$ cat config.mk
export PLATFORM = sky130hd
export DESIGN_NAME = score_board_n
export DESIGN_NICKNAME = d
export VERILOG_FILES = /design/src/rtl/score_pkg.sv /design/src/rtl/rank_compare.sv /design/src/rtl/score_board_n.sv
export SDC_FILE = /design/constraint.sdc
export NUM_CORES = 1
export LEC_CHECK = 0
export ABC_AREA = 1
export BUFFER_PORTS_ARGS = -buffer_cell sky130_fd_sc_hd__clkbuf_2
export CAP_MARGIN = 40
export CORE_UTILIZATION = 53
export CTS_CLUSTER_DIAMETER = 100
export DETAILED_ROUTE_END_ITERATION = 10
export GPL_TIMING_DRIVEN = 1
export PLACE_DENSITY = 0.76
export SYNTH_ARGS = -nofsm -noshare
export SYNTH_HDL_FRONTEND = slang
export SYNTH_HIERARCHICAL = 1
export SYNTH_SLANG_ARGS = --single-unit
$ cat constraint.sdc
create_clock -name clk -period 1.8 [get_ports clk]
set_input_delay 0.36 -clock clk [delete_from_list [all_inputs] [get_ports clk]]
set_output_delay 0.36 -clock clk [all_outputs]
set_load 0.02 [all_outputs]
$ cat src/rtl/score_pkg.sv
// score_pkg: shared types, constants and helpers for the score_board_n leaderboard.
package score_pkg;

  typedef enum logic [2:0] {IDLE, CMP, SHIFT, ROM_WAIT, RESP} state_e;

  localparam logic [3:0] BCD_MAX  = 4'd9;
  localparam int         IID_NONE = 0;

  function automatic int rank_w(input int n);
    return n < 2 ? 1 : $clog2(n);
  endfunction

  function automatic logic bcd_valid(input logic [63:0] v, input int digits);
    logic ok;
    ok = 1'b1;
    for (int i = 0; i < 16; i++)
      if (i < digits && v[4*i+:4] > BCD_MAX) ok = 1'b0;
    return ok;
  endfunction

endpackage

$ cat src/rtl/rank_compare.sv
// rank_compare: parallel packed-BCD ">=" search for the insert rank of a new score.
module rank_compare #(
  parameter int ENTRIES = 4,
  parameter int SW = 8,
  parameter int RW = 2
) (
  input  logic [ENTRIES-1:0] valid_i,
  input  logic [SW-1:0]      scores_i [ENTRIES],
  input  logic [SW-1:0]      score_i,
  output logic               found_o,
  output logic [RW-1:0]      rank_o
);

  // Valid packed BCD orders like unsigned binary, so a plain compare suffices; lowest matching rank wins.
  always_comb begin
    found_o = 1'b0;
    rank_o = '0;
    for (int i = ENTRIES - 1; i >= 0; i--)
      if (!valid_i[i] || score_i >= scores_i[i]) begin
        found_o = 1'b1;
        rank_o = RW'(i);
      end
  end

endmodule

$ cat src/rtl/score_board_n.sv
// score_board_n: sorted leaderboard of the best non-guest scores with UID ROM lookup on query.
// Define SCOREBOARD_CLEAR_EN to add the clr_req table-clear input.
module score_board_n
  import score_pkg::*;
#(
  parameter int ENTRIES = 4,
  parameter int SCORE_DIGITS = 2,
  parameter int IID_W = 3,
  parameter int UID_DIGITS = 4,
  parameter int ROM_LAT = 4,
  localparam int RANK_W = rank_w(ENTRIES),
  localparam int SW = 4 * SCORE_DIGITS,
  localparam int UW = 4 * UID_DIGITS
) (
  input  logic              clk,
  input  logic              rst,
`ifdef SCOREBOARD_CLEAR_EN
  input  logic              clr_req,
`endif
  input  logic              sub_valid,
  output logic              sub_ready,
  input  logic              sub_guest,
  input  logic [IID_W-1:0]  sub_iid,
  input  logic [SW-1:0]     sub_score,
  output logic              ins_done,
  output logic              ins_placed,
  output logic [RANK_W-1:0] ins_rank,
  input  logic              qry_valid,
  output logic              qry_ready,
  input  logic [RANK_W-1:0] qry_rank,
  output logic [IID_W-1:0]  rom_addr,
  input  logic [UW-1:0]     rom_data,
  output logic              rsp_valid,
  output logic              rsp_hit,
  output logic [SW-1:0]     rsp_score,
  output logic [UW-1:0]     rsp_uid
);

  state_e             state_q, state_d;
  logic [SW-1:0]      score_q [ENTRIES];
  logic [IID_W-1:0]   iid_q [ENTRIES];
  logic [ENTRIES-1:0] valid_q;
  logic [SW-1:0]      new_score_q, snap_score_q, rsp_score_q, q_score;
  logic [IID_W-1:0]   new_iid_q, rom_addr_q, q_iid;
  logic [RANK_W-1:0]  rank_q, cmp_rank;
  logic [UW-1:0]      rsp_uid_q;
  logic [3:0]         cnt_q;
  logic               rej_q, snap_hit_q, q_hit, found, clr, idle, sub_acc, qry_acc;

`ifdef SCOREBOARD_CLEAR_EN
  assign clr = clr_req && state_q == IDLE;
`else
  assign clr = 1'b0;
`endif
  assign idle = state_q == IDLE && !clr;
  assign sub_acc = idle && sub_valid;
  assign qry_acc = idle && !sub_valid && qry_valid;

  rank_compare #(.ENTRIES(ENTRIES), .SW(SW), .RW(RANK_W)) u_cmp (
    .valid_i (valid_q),
    .scores_i(score_q),
    .score_i (new_score_q),
    .found_o (found),
    .rank_o  (cmp_rank)
  );

  // Entry addressed by the incoming query; out-of-range ranks read as unoccupied.
  always_comb begin
    q_hit = 1'b0;
    q_score = '0;
    q_iid = '0;
    for (int i = 0; i < ENTRIES; i++)
      if (qry_rank == RANK_W'(i) && valid_q[i]) begin
        q_hit = 1'b1;
        q_score = score_q[i];
        q_iid = iid_q[i];
      end
  end

  // State register.
  always_ff @(posedge clk or negedge rst)
    if (!rst) state_q <= IDLE;
    else state_q <= state_d;

  // Next state: submission beats query in IDLE; rejects and misses finish straight from CMP.
  always_comb
    state_d = state_q == IDLE ? (sub_acc ? CMP : qry_acc ? (q_hit ? ROM_WAIT : RESP) : IDLE)
            : state_q == CMP ? (rej_q || !found ? IDLE : SHIFT)
            : state_q == ROM_WAIT ? (cnt_q == 4'(ROM_LAT - 1) ? RESP : ROM_WAIT)
            : IDLE;

  // Handshakes, pulses and response fields; response values hold their last pulse between pulses.
  always_comb begin
    sub_ready = idle;
    qry_ready = idle && !sub_valid;
    ins_done = (state_q == CMP && (rej_q || !found)) || state_q == SHIFT;
    ins_placed = state_q == SHIFT;
    ins_rank = rank_q;
    rom_addr = rom_addr_q;
    rsp_valid = state_q == RESP;
    rsp_hit = state_q == RESP && snap_hit_q;
    rsp_score = state_q == RESP ? snap_score_q : rsp_score_q;
    rsp_uid = state_q == RESP ? (snap_hit_q ? rom_data : '0) : rsp_uid_q;
  end

  // Leaderboard table, captured submission/query fields and held response values.
  always_ff @(posedge clk or negedge rst)
    if (!rst) begin
      for (int i = 0; i < ENTRIES; i++) begin
        score_q[i] <= '0;
        iid_q[i] <= '0;
      end
      valid_q <= '0;
      new_score_q <= '0;
      new_iid_q <= '0;
      rej_q <= 1'b0;
      rank_q <= '0;
      snap_hit_q <= 1'b0;
      snap_score_q <= '0;
      rom_addr_q <= '0;
      cnt_q <= '0;
      rsp_score_q <= '0;
      rsp_uid_q <= '0;
    end else begin
      if (clr) valid_q <= '0;
      if (sub_acc) begin
        new_score_q <= sub_score;
        new_iid_q <= sub_iid;
        rej_q <= sub_guest || sub_iid == IID_W'(IID_NONE) || !bcd_valid(64'(sub_score), SCORE_DIGITS);
      end
      if (state_q == CMP && !rej_q && found) rank_q <= cmp_rank;
      if (state_q == SHIFT) begin
        for (int i = 1; i < ENTRIES; i++)
          if (RANK_W'(i) > rank_q) begin
            score_q[i] <= score_q[i-1];
            iid_q[i] <= iid_q[i-1];
            valid_q[i] <= valid_q[i-1];
          end
        score_q[rank_q] <= new_score_q;
        iid_q[rank_q] <= new_iid_q;
        valid_q[rank_q] <= 1'b1;
      end
      if (qry_acc) begin
        snap_hit_q <= q_hit;
        snap_score_q <= q_score;
        cnt_q <= '0;
        if (q_hit) rom_addr_q <= q_iid;
      end
      if (state_q == ROM_WAIT) cnt_q <= cnt_q + 4'd1;
      if (state_q == RESP) begin
        rsp_score_q <= rsp_score;
        rsp_uid_q <= rsp_uid;
      end
    end

endmodule
* After elaboration in Yosys (flattened, before gate mapping) *
Index checks and enable logic that the tools add are counted.

storage, ports and cells
  flip-flop bits (word level) = 105
  output and inout port bits = 35
  word-level logic and storage cells = 140
  bits of input ports = 34

cells by class
  add/subtract/negate cells = 1
  reduce and logical (&&, ||, !) cells = 34
  muxes and demuxes = 62
  $lt $le $gt $ge = 13
  equality and inequality tests = 8
  bitwise logic cells = 2

operator list
  cell                                                             count
  8-bit 2-to-1 mux                                                 12
  3-bit 2-to-1 mux                                                 18
  32-bit bitwise mux                                               1
  8-bit >= comparator                                              4
  16-bit 2-to-1 mux                                                2
  1-bit 2-to-1 mux                                                 18
  8-bit demux with 2-bit select                                    1
  1-bit logical AND                                                13
  12-bit bitwise mux                                               1
  2-bit 2-to-1 mux                                                 5
  4-bit greater-than comparator, second input constant             2
  1-bit logical NOT                                                8
  1-bit logical OR                                                 8
  4-bit 2-to-1 mux                                                 2
  3-bit demux with 2-bit select                                    1
  3-bit by 2-bit == test with 1-bit output, second input constant  2
  3-bit logical NOT                                                2
  4-bit by 1-bit adder with 4-bit output, second input constant    1
  2-bit == test, second input constant                             2
  4-bit by 2-bit == test with 1-bit output, second input constant  1
  2-bit greater-than comparator, first input constant              2
  4-bit bitwise OR                                                 1
  3-bit by 1-bit == test with 1-bit output, second input constant  1
  3-bit == test, second input constant                             1
  11 further kinds                                                 11

* Depth between registers and ports, before layout *
  word-level depth = 11
  mapped depth = 17
  gate-level depth less buffers = 17

* Modules after synthesis *
Netlist, hierarchy kept.

by module, submodules not included
  module         area an instance (um^2)  times used  seq. area each (um^2)  cells an instance
  score_board_n  5027.3                   1           2627.5                 625
  rank_compare   943.4                    1           0.0                    153

* Worst setup path after synthesis *
Ideal clock, no wire load.

  path type = reg-to-output
  from = register new_score_q[7]
  to = output ins_done
  slack = -0.143 ns
  buffers on the path = 0
  cell stages (with the launch flop) = 11
  arrival time = 1.583 ns
  data required time = 1.440 ns
  cells stage by stage = dfrtp_1 -> ha_1 -> nand2_1 -> nand3b_1 -> nor3b_2 -> nand2_2 -> nor2b_4 -> nand2_1 -> inv_1 -> o21ai_0 -> nand2_1

between the ends
  word-level cells in the longest chain between the ends = 10
  elaborated cells on any way between the ends = 16
  classes of those cells = order compare: 4; mux: 4; reduce/logical: 8

ends and longest elaborated chain
  what                           line                  RTL
  from (decl)                    score_board_n.sv:43   logic [SW-1:0] new_score_q, snap_score_q, rsp_score_q, q_score;
  from (signal assigned)         score_board_n.sv:127  new_score_q <= sub_score;
  8-bit >= comparator            rank_compare.sv:19    if (!valid_i[i] || score_i >= scores_i[i]) begin
  1-bit logical OR               rank_compare.sv:19
  1-bit 2-to-1 mux (3 in a row)  rank_compare.sv:19
  1-bit 2-to-1 mux (*)           rank_compare.sv:19
  via found                      score_board_n.sv:48   logic rej_q, snap_hit_q, q_hit, found, clr, idle, sub_acc, qry_acc;
  1-bit logical NOT (*)          score_board_n.sv:96   ins_done = (state_q == CMP && (rej_q || !found)) || state_q == SHIFT;
  1-bit logical OR (*)           score_board_n.sv:96
  1-bit logical AND (*)          score_board_n.sv:96
  1-bit logical OR (*)           score_board_n.sv:96
  to (decl)                      score_board_n.sv:25   output logic ins_done,

Mark *: on every way through the listed nets, which the timed path passes. The rest lies on a longest branch.

* Worst setup path in the final report *
  from = register new_score_q[5]
  to = output ins_done

The elaborated chain is that of the path after synthesis.

==> results.md <==
- The run finished, with violations left.
- The checks that failed: negative setup slack.
- The routed length per instance is 18.5 um.
- Headroom to the max-slew limit came out at 64.2%.
- Setup repair after global routing could not meet its margin everywhere.
- The via count of the first global-routing pass is 5748.
- For this design the static power due to leakage is 4.33 nW.
- The mean number of vias per cell is 5.69.
- The initial core utilization is 54.8%.
- The max-slew violation count is 0.
- The width of the die is 108 um.
- The number of placed instances, taps included, is 1015.
- TritonCTS built the clock tree.
- The cell with the biggest individual delay on the critical path is sky130_fd_sc_hd__dfrtp_2.
- The final route contains 6005 vias.
- The library cell with the largest summed area after synthesis is sky130_fd_sc_hd__dfrtp_1.
- The prevailing post-synth register cell is sky130_fd_sc_hd__dfrtp_1.
- The area used by multi-input combinational logic is 3460 sq um.
- Of the post-synthesis cell area, the dominant cell type holds 44.0%.
- The arrival time at the worst endpoint is 2.28 ns.
- Setup violations remaining at the end of the flow were counted as 32.
- The initial antenna violation count is 0.
- The post-route cell area is 8190 sq um.
- The number of nets with antenna violations after routing is 0.
- During I/O placement, the number of pins put on the boundary was 69.
- The growth of design area from synthesis to finish is 37.2%.
- Entering global routing, the biggest net connects 33 pins.
- The flip-flop and latch count after synthesis is 105.
- After synthesis, the most frequently instantiated cells are sky130_fd_sc_hd__nand2_1 (257), sky130_fd_sc_hd__dfrtp_1 (105), sky130_fd_sc_hd__inv_1 (82), sky130_fd_sc_hd__o21ai_0 (82), sky130_fd_sc_hd__nor2_1 (49).
- For this design the ratio of total power to cell area is 1720 nW/um^2.
- For this block, the initial DRC count from the detailed router was 462.
- The tool flagged a number of max-cap violations equal to 0.
- The pre-CTS worst setup slack is -0.373 ns.
- The total of warnings raised by yosys is 6.
- The finished layout holds 1056 standard cells, fillers aside.
- After synthesis, the share of flip-flops with an asynchronous set or reset is 100%.
- For this block, the routed nets add up to 19500 um of wire.
- Routability-driven placement finished with a final weighted congestion of 0.912.
- The sequential area share after synthesis is 44.0%.
- The worst setup path is launched from a register.
- The buffer and inverter count on the worst path is 2.
- Clock-pin slew was measured on the worst setup and hold paths at 0.10 ns.
- The number of flops mapped to enable cells by yosys is 0.
- The most instantiated library cell after synthesis is sky130_fd_sc_hd__nand2_1.
- The clock sink count is 105.
- Clock latency on the worst-skew pair, taken at its later pin, is 0.39 ns.
- The routed design could run at a clock period as short as 2.64 ns.
- The transition time at the pin with the least slew margin is 0.533 ns.
- After synthesis, the netlist uses 36 different library cells.
- Setup slack on the worst reg-to-reg path comes out at -0.35 ns.
- The filler cell count in the final layout is 732.
- Clock skew on the completed layout was measured at 0.00802 ns.
- The first detailed-routing pass took 5 iterations.
- For this run, the share of the core covered by cells in the final layout is 75.2%.
- The vertical die dimension is 108 um.
- In the post-route analysis, the smallest setup slack over all paths is -0.836 ns.
- Broken down by cell family, the worst path's largest delay share belongs to simple AND/OR/NAND/NOR gates.
- After global routing the overflow that remains totals 0.
- Synthesis produced a netlist whose cell count is 778.
- Along the worst path, the maximum fanout reaches 6.
- The remaining design rule violation count is 0.
- The total power is 14.1 mW.
- The type of the worst min-delay path is in -> reg.
- The class of the most critical setup path is reg -> out.
- STA classifies the critical path endpoint as an output pin.
- After synthesis, the cell types taking the most area are sky130_fd_sc_hd__dfrtp_1 (44%), sky130_fd_sc_hd__nand2_1 (16%), sky130_fd_sc_hd__ha_1 (6.9%).
- The synthesized netlist net count is 845.
- The H-tree generated during clock tree synthesis spans 3 levels.
- The final cycle utilization of the critical path is 146%.
- The timing-limited maximum frequency is 379 MHz.
- Each instance of the synthesized netlist takes up on average 7.67 sq um.
- The total half-perimeter wirelength after legalization and detailed placement is 11700 um.
- The initialized floorplan defines 38 standard-cell rows.
- The floorplan core area is 10900 sq um.
- The worst slack on hold paths is 0.176 ns.
- The maximum clock insertion buffer count is 2.
- The die covers 11700 sq um.
- The global-route wire length before repair is 27400 um.
- In the final layout, the share of cells above drive strength 1 is 33.5%.
- The critical path goes through ha_1, nand2_1, a21oi_1, nor2_2, nand4_1, nor2_2, nand2_2, inv_2, o21ai_2, nand2_2, buf_8.
- Registers take 2640 sq um.
- IR analysis of the VDD net gives a maximum drop of 1040 uV.
- The antenna diode count is 0.
- Counting the buffers created by CTS gives 9.
- In this run the cell area of the synthesized design comes to 5970 sq um.
- The stage delay of the slowest cell on the critical path is 0.48 ns.
- The required time at the endpoint of the critical path is 1.44 ns.
- The placement-stage cell area is 6860 sq um.
- The count of nets after finishing is 978.
- In the final timing run, aggregate negative setup slack is -8.27 ns.
- Global routing used 30.8% of the available tracks.
- Port buffering added 68 buffers.
- The cell at the root of the clock tree is sky130_fd_sc_hd__clkbuf_8.
- The number of hold violations in the final report came to 0.
## what timing repair did
| item | CTS | global route |
|---|---|---|
| gates resized for setup | 156 | 93 |
| pin swaps | 28 | 31 |
| setup endpoints to repair | 31 | 32 |
| hold endpoints to repair | 29 | 0 |
| setup buffers | 14 | 13 |
| hold buffers | 1 | 0 |
| cloned | 3 | 0 |
## registers in the layout, indices dropped and copies added, names as in the netlist
signal,flops
cnt_q,4
iid_q,12
ins_rank,2
new_iid_q,3
new_score_q,8
rej_q,1
rom_addr,3
rsp_score_q,8
rsp_uid_q,16
score_q,32
snap_hit_q,1
snap_score_q,8
state_q,3
valid_q,4
## path summary, 6_finish.rpt
kind	end	cells past startpoint	from
max	ins_done	11	new_score_q[5]$_DFFE_PN0P_
max reg2reg	ins_rank[1]$_DFFE_PN0P_	12	new_score_q[5]$_DFFE_PN0P_
min	new_score_q[4]$_DFFE_PN0P_	3	sub_score[4]
max in group asynchronous	new_score_q[7]$_DFFE_PN0P_	3	rst
min in group asynchronous	rsp_score_q[6]$_DFFE_PN0P_	2	rst
min reg2reg	rom_addr[2]$_DFFE_PN0P_	2	rom_addr[2]$_DFFE_PN0P_
## cell usage in the layout, fill, tap and decap left out, drive strengths merged, types with 3 or more instances in the layout
| cell type | count |
|---|---|
| dfrtp | 105 |
| clkinv | 6 |
| nand2 | 263 |
| o21ai | 104 |
| nand4 | 23 |
| ha | 33 |
| buf | 111 |
| inv | 94 |
| nor2 | 56 |
| o22ai | 11 |
| a21oi | 13 |
| nand3 | 37 |
| a21o | 3 |
| clkbuf | 49 |
## final cells by class
class                      instances  share of cell area (%)
tap                              140                    2.14
inverter                          93                    4.48
timing repair inverter             2                   0.397
clock inverter                     6                   0.810
sequential                       105                    32.2
timing repair buffer             151                    16.2
multi-input combinational        549                    42.2
clock buffer                      10                    1.56
## metal layers
layer	track usage [%]	part of all wire, %	vias up
li1	-	-	2773
met1	37.7	40	2892
met2	53.7	49	277
met3	5.18	6.9	63
met4	12.8	3.8	0
met5	0	0	-
## power by group
part           switching [mW]  leakage [nW]  total, mW  internal [mW]
clock                   0.872         0.101       1.52          0.653
sequential              0.843          1.35       4.10           3.26
combinational            4.82          2.88       8.45           3.63
## cells by family after synthesis
group                    share of synthesized area, %
AO/OA/AOI/OAI                                    12.3
adder cells (fa/ha/maj)                          6.92
buffers and inverters                            8.80
AND/OR/NAND/NOR                                  28.0
flip-flops                                       44.0
## worst register-to-register path, stage by stage, from the launching register on
cell and delay [ns]:
sky130_fd_sc_hd__dfrtp_2 0.48, sky130_fd_sc_hd__ha_1 0.33, sky130_fd_sc_hd__nand2_1 0.08, sky130_fd_sc_hd__a21oi_1 0.08, sky130_fd_sc_hd__nor2_2 0.15, sky130_fd_sc_hd__nand4_1 0.17, sky130_fd_sc_hd__nor2_2 0.18, sky130_fd_sc_hd__nand2_2 0.09
sky130_fd_sc_hd__inv_2 0.07, sky130_fd_sc_hd__nor2_1 0.04, sky130_fd_sc_hd__nand2_1 0.20, sky130_fd_sc_hd__nor2_1 0.09, sky130_fd_sc_hd__a21oi_1 0.13
(Power assumes the default switching activity.)
